### config.mk
export PLATFORM = sky130hd
export DESIGN_NAME = port_clkstat
export DESIGN_NICKNAME = d
export VERILOG_FILES = /design/src/rtl/port_clkstat_pkg.sv /design/src/rtl/port_clkstat.sv
export SDC_FILE = /design/constraint.sdc
export NUM_CORES = 1
export LEC_CHECK = 0
export CAP_MARGIN = 0
export CORE_ASPECT_RATIO = 1.25
export CORE_UTILIZATION = 34
export DETAILED_ROUTE_END_ITERATION = 12
export DONT_BUFFER_PORTS = 1
export GPL_ROUTABILITY_DRIVEN = 0
export PLACE_DENSITY = 0.49
export SETUP_SLACK_MARGIN = 0.3
export SLEW_MARGIN = 20
export SYNTH_ARGS = -nofsm -noshare
export SYNTH_HDL_FRONTEND = slang
export SYNTH_SLANG_ARGS = --single-unit
### constraint.sdc
create_clock -name clk -period 2.11 [get_ports clk]
set_input_delay 0.633 -clock clk [delete_from_list [all_inputs] [get_ports clk]]
set_output_delay 0.633 -clock clk [all_outputs]
set_load 0.02 [all_outputs]
### src/rtl/port_clkstat_pkg.sv
// -----------------------------------------------------------------------------
// port_clkstat_pkg
//   Shared definitions for the clock-status readback port.
//   - state_e        : response FSM states (IDLE, SEND)
//   - START/FREERUN/RUNNING : bit positions inside the control/status byte,
//                      common with the clock-control port's control mask
//   - frame_len()    : response frame length for a given count width
// -----------------------------------------------------------------------------
package port_clkstat_pkg;

    typedef enum logic {
        IDLE = 1'b0,
        SEND = 1'b1
    } state_e;

    // Bit positions inside the control/status byte.
    localparam int START   = 0;
    localparam int FREERUN = 1;
    localparam int RUNNING = 2;

    // Response layout: sequence byte, status byte, then the count bytes.
    function automatic int frame_len(input int count_bytes);
        return count_bytes + 2;
    endfunction

endpackage : port_clkstat_pkg

### src/rtl/port_clkstat.sv
// -----------------------------------------------------------------------------
// port_clkstat
//   Transmit side of the PATLPP clock-control port. Each accepted request frame
//   (content ignored, end marked by in_eof) snapshots the gated-cycle count and
//   the control/status byte, then returns them as a fixed-length response:
//     byte 0            : sequence number (increments per completed frame)
//     byte 1            : status snapshot
//     byte 2..FRAME_LEN-1 : count snapshot, most significant byte first
//
// Ports
//   clk, rst            system clock; asynchronous active-low reset
//   en                  gates request acceptance only
//   in_data/in_sof      request data and start marker (ignored)
//   in_eof, in_src_rdy  request end marker and valid
//   in_dst_rdy          high while idle (ready for a request)
//   cnt_in, stat_in     live count and status, already synchronous to clk
//   out_data/sof/eof    registered response byte and frame markers
//   out_src_rdy         response byte valid
//   out_dst_rdy         downstream accepts the response byte
// -----------------------------------------------------------------------------
module port_clkstat
    import port_clkstat_pkg::*;
#(
    parameter int COUNT_BYTES = 4
) (
    input  logic                     clk,
    input  logic                     rst,
    input  logic                     en,
    input  logic [7:0]               in_data,
    input  logic                     in_sof,
    input  logic                     in_eof,
    input  logic                     in_src_rdy,
    input  logic                     out_dst_rdy,
    input  logic [8*COUNT_BYTES-1:0] cnt_in,
    input  logic [7:0]               stat_in,
    output logic [7:0]               out_data,
    output logic                     out_sof,
    output logic                     out_eof,
    output logic                     out_src_rdy,
    output logic                     in_dst_rdy
);

    localparam int                 FRAME_LEN = frame_len(COUNT_BYTES);
    localparam int                 IDX_W     = $clog2(FRAME_LEN);
    localparam logic [IDX_W-1:0]   LAST_IDX  = IDX_W'(FRAME_LEN - 1);

    state_e                   state_q;
    logic [7:0]               seq_q;
    logic [8*COUNT_BYTES-1:0] cnt_snap_q;
    logic [7:0]               stat_snap_q;
    logic [IDX_W-1:0]         idx_q;
    logic [7:0]               out_data_q;
    logic                     out_sof_q;
    logic                     out_eof_q;
    logic                     out_src_rdy_q;

    logic [IDX_W-1:0]         idx_d;
    logic [7:0]               byte_d;

    // Request content and start marker carry no information for this port.
    logic unused_inputs;
    assign unused_inputs = ^{in_data, in_sof};

    assign in_dst_rdy  = (state_q == IDLE);
    assign out_data    = out_data_q;
    assign out_sof     = out_sof_q;
    assign out_eof     = out_eof_q;
    assign out_src_rdy = out_src_rdy_q;

    // Byte that follows the one currently presented. Byte 0 (sequence) is
    // loaded directly on request acceptance, so only idx 1.. is selected here.
    always_comb begin
        // NOTE: default first so every path assigns byte_d; no latch is inferred.
        idx_d  = idx_q + 1'b1;
        byte_d = 8'h00;
        if (idx_d == IDX_W'(1)) begin
            byte_d = stat_snap_q;
        end
        for (int b = 0; b < COUNT_BYTES; b++) begin
            if (idx_d == IDX_W'(b + 2)) begin
                byte_d = cnt_snap_q[8*(COUNT_BYTES-1-b) +: 8];
            end
        end
    end

    // NOTE: all state uses non-blocking assignments so every register samples
    // pre-edge values regardless of statement order.
    always_ff @(posedge clk or negedge rst) begin
        if (!rst) begin
            // NOTE: the snapshot registers are few and architecturally visible
            // after reset, so they are reset along with the control state.
            state_q       <= IDLE;
            seq_q         <= 8'h00;
            cnt_snap_q    <= '0;
            stat_snap_q   <= 8'h00;
            idx_q         <= '0;
            out_data_q    <= 8'h00;
            out_sof_q     <= 1'b0;
            out_eof_q     <= 1'b0;
            out_src_rdy_q <= 1'b0;
        end else begin
            unique case (state_q)
                IDLE: begin
                    // in_dst_rdy is implied by being in IDLE.
                    if (en && in_src_rdy && in_eof) begin
                        state_q       <= SEND;
                        cnt_snap_q    <= cnt_in;
                        stat_snap_q   <= stat_in;
                        idx_q         <= '0;
                        out_data_q    <= seq_q;
                        out_sof_q     <= 1'b1;
                        out_eof_q     <= 1'b0;
                        out_src_rdy_q <= 1'b1;
                    end
                end
                SEND: begin
                    if (out_dst_rdy) begin
                        if (idx_q == LAST_IDX) begin
                            state_q       <= IDLE;
                            seq_q         <= seq_q + 8'h01;
                            idx_q         <= '0;
                            out_data_q    <= 8'h00;
                            out_sof_q     <= 1'b0;
                            out_eof_q     <= 1'b0;
                            out_src_rdy_q <= 1'b0;
                        end else begin
                            idx_q      <= idx_d;
                            out_data_q <= byte_d;
                            out_sof_q  <= 1'b0;
                            out_eof_q  <= (idx_d == LAST_IDX);
                        end
                    end
                end
                default: state_q <= IDLE;
            endcase
        end
    end

endmodule : port_clkstat

After elaboration in Yosys (flattened, before gate mapping) --
Cells that the tools add are included.
Operators by class: add/sub/neg operators 2, multiply operators 0, div/mod/pow operators 0, order comparisons 0, equal/unequal tests 9, shift operators 0, mux-type cells 27, bitwise operators 1, reduce and logical (&&, ||, !) cells 6
Operators with widths (count):
- $mux 8 | 8
- $pmux 8 s2 | 1
- $mux 1 | 10
- $eq 3x3->1 const B | 3
- $mux 3 | 3
- $add 8x1->8 const B | 1
- $pmux 1 s2 | 4
- $eq 3x2->1 const B | 2
- $pmux 3 s2 | 1
- $reduce_and 3->1 | 2
- $ne 2x1->1 const B | 2
- $reduce_and 2->1 | 2
- $add 3x1->3 const B | 1
- $eq 3x1->1 const B | 1
- $logic_and 1x1->1 | 2
- $ne 2x2->1 const B | 1
- $not 1->1 | 1
Word-level totals: flip-flop bits (word level) 63, bits in latches 0, bits in writable memories 0, ROM bits 0, output and inout port bits 12, logic and storage cells 54, memories kept 0

Logic depth before layout (Yosys ltp) --
Gate-level depths: netlist of run 1.
word-level depth 10, gate-level depth with buffers 6, gate-level depth less buffers 4

Least setup slack after synthesis of run 1 --
No wires, ideal clock.
kind input-to-reg, start point in out_dst_rdy, end point reg seq_q[1], setup time 0.125 ns, data arrival time 1.482 ns, required time 1.985 ns, setup slack 0.504 ns, stages 4, path buffers 1, cells stage by stage buf_4 nand2_8 nor3_4 mux2_2
On the way: word-level cells in the longest chain between the ends 1
Ends and longest elaborated chain:
- start, declared | line port_clkstat.sv:33 | input logic out_dst_rdy,
- $reduce_and 3->1 (no line)
- end signal, assigned | line port_clkstat.sv:120 | seq_q <= seq_q + 8'h01;
- end, declared | line port_clkstat.sv:48 | logic [7:0] seq_q;
No other way between the ends. A chain may end at the register's enable or synchronous reset.

Worst setup path after layout of run 1 --
start point reg state_q, end point out in_dst_rdy
On the way: word-level cells in the longest chain between the ends 1
Ends and longest elaborated chain:
- start, declared | line port_clkstat.sv:47 | state_e state_q;
- start signal, assigned | line port_clkstat.sv:92 | state_q <= IDLE;
- start signal, assigned | line port_clkstat.sv:106 | state_q <= SEND;
- start signal, assigned | line port_clkstat.sv:119 | state_q <= IDLE;
- $not 1->1 (no line)
- end, declared | line port_clkstat.sv:40 | output logic in_dst_rdy
No other way between the ends.

==> results of run 1 <==
==> metrics by stage <==
stage	cell area, um^2	worst slack, ns	hold slack, ns	instances
after floorplan	2900	0.504	0.337	232
after global placement	2970	0.500	0.340	320
after detailed placement	2970	0.495	0.340	320
after CTS	3200	0.449	-0.0349	335
after global routing	3200	0.390	-0.0405	335
final	3200	0.472	-0.0123	335
==> worst register-to-register path, cell delays in order (launching register included) <==
cell and delay (ns):
dfrtp_1 0.47, nand2b_4 0.26, nor3_4 0.32, mux2_2 0.38
==> power by group <==
group	switching, mW	internal, mW
combinational	0.755	0.719
sequential	0.442	1.67
clock	0.454	0.754
==> sequential cells by signal, indices dropped and copies added, names as in the netlist <==
signal,cells
out_src_rdy,1
out_eof,1
out_data,8
cnt_snap_q,32
stat_snap_q,8
idx_q,3
out_sof,1
seq_q,8
state_q,1
==> final cells by class <==
class | count | area [um^2] | share of cell area
clock buffers | 12 | 165 | 0.0516
clock inverters | 3 | 65.1 | 0.0203
inverters | 3 | 11.3 | 0.00352
multi-input cells | 151 | 1220 | 0.380
flip-flops and latches | 63 | 1580 | 0.493
well taps | 97 | 121 | 0.0379
repair buffers | 6 | 45.0 | 0.0141
==> logic make-up after synthesis <==
logic type                 share of synthesized area
AOI/OAI and AO/OA                              0.119
xor gates and xnor gates                      0.0211
adders and majority gates                    0.00431
buffers and inverters                         0.0379
DFF                                            0.543
muxes                                          0.187
and+or+nand+nor                               0.0875
==> synthesized netlist by cell type (2+ instances only) <==
cell type	count
buf_2	8
nand4_1	3
mux2i_1	8
nand2_1	3
dfrtp_1	63
mux2_1	4
clkbuf_1	2
nand3_1	5
o22ai_1	16
nor2_1	18
xnor2_1	5
mux2_2	37
o211ai_1	8
o21ai_0	10
xor2_1	2
buf_4	2
buf_6	2
nor3_4	3
a21oi_1	9
inv_1	2
a21o_1	8
==> metal layers <==
layer / vias up / share of wire / track usage
met1: 882 / 0.45 / 0.190
met2: 47 / 0.47 / 0.229
met5: - / 0 / 0
met4: 0 / 0.013 / 0.0472
met3: 6 / 0.070 / 0.0611
li1: 845 / - / -
==> worst paths after layout <==
check,start,end,slack [ns],cells after the start
worst max-delay path,state_q,in_dst_rdy,0.47,1
worst min-delay path,rst,cnt_snap_q[19],-0.01,0
worst max register to register,idx_q[1],seq_q[1],0.57,3
worst min register to register,seq_q[7],seq_q[7],0.47,1
max in group asynchronous,rst,seq_q[0],2.02,0
min in group clk,cnt_in[30],cnt_snap_q[30],0.43,1
==> metrics.cfg, run 1 <==
[run_status]
status=complete, but fails checks
violations=negative hold slack

[worst_setup_path]
worstPathRequired_ns=1.48
crit_arrival_ns=1.00
cp_top_family=flip-flops
cp_max_fo=4
cp.buffers_inverters=1
start_kind=flip-flop
path_cells=inv_1
slowest_stage=dfrtp_1
cp_slowest_stage_delay_ns=0.46
setup.worst_path.class=reg -> out
crit_path_end_kind=primary output

[finish]
drive_gt1_frac=0.282
final_util=0.388
layout.nets=290
num_antenna_cells=0
fill_cells=824
syn_to_final_growth_pct=10.3
mostFrequentLayoutCells=63 x dfrtp_1, 37 x mux2_2, 18 x nor2_1, 16 x o22ai_1, 12 x clkbuf_8
final_common_cell=dfrtp_1

[power_and_ir_drop]
power_mw=4.79
power_density_nw_per_um2=1500
ir_drop_uv=559
p_leak_nw=1.46

[die]
die_h_um=105
num_io_pins=67
start_util=0.352
die_w_um=84.6
core.rowCount=37
die_area_um2=8910
core_area_um2=8240

[synthesis]
synth_cell_types=35
yosysTopAreaCell=dfrtp_1
netlist.area_leader.share=0.543
synth_seq_cells=63
async_flop_share=1.00
synthTopCellsByArea=dfrtp_1 54%, mux2_2 14%, o22ai_1 3.4%
ys_warn_count=0
syn_nets=288
synth_area_um2=2900
netlist_instances=232
synth_edf_count=0
avgSynthCellArea_um2=12.5
synth_ff_type=dfrtp_1
ys_seq_area_frac=0.543

[routing]
ant_nets=0
vias_per_cell=5.31
routedWlPerCell_um=17.9
wirelength_mm=6.01
drt_iter0_markers=85
drcViolationCount=0
firstDrtPassIters=6
vias=1780

[clock_tree]
cts.clk_slew.worst_paths_ns=0.07
postCtsSetupRepairBufs=0
numCtsBuffers=9
clk_latency_ns=0.33
cts_tree=done
htreeDepth=3
cts.repair.resized=0
cts.sinks=63
cts_root_buf=clkbuf_8
clock_path_buffers=2

[timing]
worst_slew_pin_slew_ns=0.360
tns_ns=0
clock.fmax_mhz=611
drv_slew=0
hold_viol=51
fin_crit_sh=0.776
holdWs_ns=-0.0123
finalCriticalPeriod_ns=1.64
fin_worst_skew_ns=0.00761
setup_viol=0
max-slew-margin-rel=0.759
rsz0062_at_grt=false

[global_routing]
grt_antenna_before_repair=0
grt_use_total=0.148
overflow=0
grt_pass1_wl_mm=10.1
first_global_vias=1934
grt_max_degree=64

[place]
dp_hpwl_mm=4.17
io_buffer_count=0

[run]
maxCapViolCount=0

[hold_path]
min_path_type=in -> async

(Power assumes the default switching activity.)
==> run 2: changes to the inputs <==
--- a/config.mk
+++ b/config.mk
@@ -11,7 +11,7 @@
 export DETAILED_ROUTE_END_ITERATION = 12
 export DONT_BUFFER_PORTS = 1
 export GPL_ROUTABILITY_DRIVEN = 0
-export PLACE_DENSITY = 0.49
+export PLACE_DENSITY = 0.51
 export SETUP_SLACK_MARGIN = 0.3
 export SLEW_MARGIN = 20
 export SYNTH_ARGS = -nofsm -noshare
==> constraint.sdc (replaced) <==
create_clock -name clk -period 1.4 [get_ports clk]
set_input_delay 0.42 -clock clk [delete_from_list [all_inputs] [get_ports clk]]
set_output_delay 0.42 -clock clk [all_outputs]
set_load 0.02 [all_outputs]
==> run 2 against run 1 <==
Largest power group is now combinational logic. The flow finishes with violations (negative hold slack, negative setup slack). Largest cell class unchanged. Sequential share of layout area shrank 10 points. Clock skew increased by 0.0019 ns. Setup slack got worse by 0.51 ns. Hold slack got worse by 0.23 ns. Sequential cell count is the same. Highest routed layer unchanged.
==> metrics.cfg, run 2 (synthesis results as in run 1) <==
[run_status]
status=complete, but fails checks
violations=negative hold slack, negative setup slack

[worst_setup_path]
cp_slowest_stage_delay_ns=0.41  ; -0.05 ns
slowest_stage=dfrtp_1
crit_arrival_ns=1.02  ; +0.02 ns
path_cells=buf_12, clkinvlp_4
cp_max_fo=3  ; -1
cp_top_family=flip-flops
worstPathRequired_ns=0.98  ; -0.50 ns
crit_path_end_kind=primary output
cp.buffers_inverters=2  ; +1
setup.worst_path.class=reg -> out
start_kind=flip-flop

[power_and_ir_drop]
power_mw=8.94  ; +86%
p_leak_nw=1.87  ; +28%
ir_drop_uv=1020  ; +83%
clock_power_share=0.186  ; -0.066
intPower_mw=5.78  ; +84%
power_density_nw_per_um2=2190  ; +46%
p_sw_frac=0.353  ; +0.00863
p_sw_mw=3.15  ; +91%
combPwrFrac=0.441  ; +0.134
power_frac_seq=0.373  ; -0.068

[routing]
ant_nets=0  ; unchanged
drt_iter0_markers=123  ; +45%
routedWlPerCell_um=19.7  ; +10%
firstDrtPassIters=6  ; unchanged
vias_per_cell=5.38  ; +1.2%
vias=2012  ; +13%
wirelength_mm=7.38  ; +23%
drcViolationCount=0  ; unchanged

[timing]
worst_slew_pin_slew_ns=0.279  ; -0.0815 ns
hold_viol=63  ; +24%
setup_viol=22  ; +22
rsz0062_at_grt=true
worst_slack_ns=-0.0370  ; -0.509 ns
finalCriticalPeriod_ns=1.44
clock.fmax_mhz=696
drv_slew=0  ; unchanged
max-slew-margin-rel=0.814  ; +0.0545
fin_worst_skew_ns=0.00954  ; +0.00192 ns
holdWs_ns=-0.239  ; -0.227 ns
fin_crit_sh=1.03

[global_routing]
grt_antenna_before_repair=0  ; unchanged
first_global_vias=2140  ; +11%
grt_pass1_wl_mm=11.6  ; +15%
overflow=0  ; unchanged
grt_max_degree=64  ; unchanged
grt_use_total=0.177  ; +0.0281

[finish]
final_common_cell=dfrtp_1
fill_cells=714  ; -13%
regMostFlops=cnt_snap_q
layout.nets=328  ; +13%
largest_reg_flops=32  ; unchanged
drive_gt1_frac=0.560  ; +0.278
mostFrequentLayoutCells=50 x dfrtp_1, 24 x mux2_4, 18 x nor2_1, 17 x mux2_2, 14 x buf_4
syn_to_final_growth_pct=40.6
num_antenna_cells=0  ; unchanged

[die]
die_area_um2=8910  ; unchanged
core.rowCount=37  ; unchanged
die_w_um=84.6  ; unchanged
die_h_um=105  ; unchanged
core_area_um2=8240  ; unchanged
start_util=0.352  ; unchanged
num_io_pins=67  ; unchanged

[clock_tree]
cts_root_buf=clkbuf_8
cts.sinks=63  ; unchanged
cts.clk_slew.worst_paths_ns=0.07  ; about the same
clk_latency_ns=0.35  ; +0.02 ns
numCtsBuffers=9  ; unchanged
htreeDepth=3  ; unchanged
cts_tree=done
clock_path_buffers=2  ; unchanged

[run]
maxCapViolCount=0  ; unchanged

[hold_path]
min_path_type=in -> async

[place]
dp_hpwl_mm=4.42  ; +6.1%
io_buffer_count=0  ; unchanged

## run 2: worst paths after layout
check / from / endpoint / slack, ns / cells past startpoint
max in group asynchronous: rst / idx_q[0] / 1.51 / 0
min in group clk: cnt_in[30] / cnt_snap_q[30] / 0.21 / 1
max: state_q / in_dst_rdy / -0.04 / 2
min: rst / out_src_rdy / -0.24 / 0
max reg2reg: state_q / stat_snap_q[7] / -0.03 / 5
min reg2reg: seq_q[7] / seq_q[7] / 0.50 / 1
## run 2: layer usage
metal  GRT usage  vias up  part of all wire
li1            -      928                 -
met1       0.220     1027              0.42
met2       0.288       45              0.52
met3      0.0462       12             0.046
met4      0.0775        0             0.020
met5           0        -                 0
## run 2: cell type report
| cell class | instances | area [um^2] | share of cell area |
|---|---|---|---|
| timing repair buffer | 43 | 603 | 0.148 |
| clock buffer | 13 | 169 | 0.0414 |
| clock inverter | 3 | 40.0 | 0.00981 |
| inverter | 3 | 27.5 | 0.00674 |
| sequential | 63 | 1590 | 0.390 |
| tap | 97 | 121 | 0.0297 |
| multi-input combinational | 152 | 1530 | 0.374 |
## run 2: timing repair
item / 4_1_cts / 5_1_grt
gates resized for setup: 82 / 25
pin swaps: 12 / 13
endpoints found under the hold margin: 63 / 63
setup buffers: 16 / 4
setup endpoints to repair: 74 / 75
cloned: 8 / 0
## run 2: metrics by stage
step                setup TNS (ns)  instance area [um^2]   util  setup WS (ns)  cells
finish                      -0.375                  4080  0.495        -0.0370    374
global placement                 0                  3130  0.380        0.00205    330
detailed placement        -0.00987                  3130  0.380       -0.00987    330
floorplan                        0                  2980      -         0.0916    232
global route                 -1.39                  4080  0.495        -0.0751    374
CTS                         -0.427                  3930  0.477        -0.0397    370
## run 2: power groups by stage
stage / sequential (mW) / combinational, mW / clock, mW
global placement: 3.23 / 2.56 / 0
detailed placement: 3.25 / 2.60 / 0
finish: 3.33 / 3.94 / 1.66
floorplan: 3.07 / 2.08 / 0
global route: 3.43 / 4.19 / 1.78
CTS: 3.31 / 3.64 / 1.69
==> run 3: changes to the inputs <==
--- a/config.mk
+++ b/config.mk
@@ -11,6 +11,7 @@
 export DETAILED_ROUTE_END_ITERATION = 12
 export DONT_BUFFER_PORTS = 1
 export GPL_ROUTABILITY_DRIVEN = 0
+export HOLD_SLACK_MARGIN = 0.02
 export PLACE_DENSITY = 0.51
 export SETUP_SLACK_MARGIN = 0.3
 export SLEW_MARGIN = 20
==> results of run 3 <==
Same layout as run 2: the final DEF is identical, and so are final timing and power.
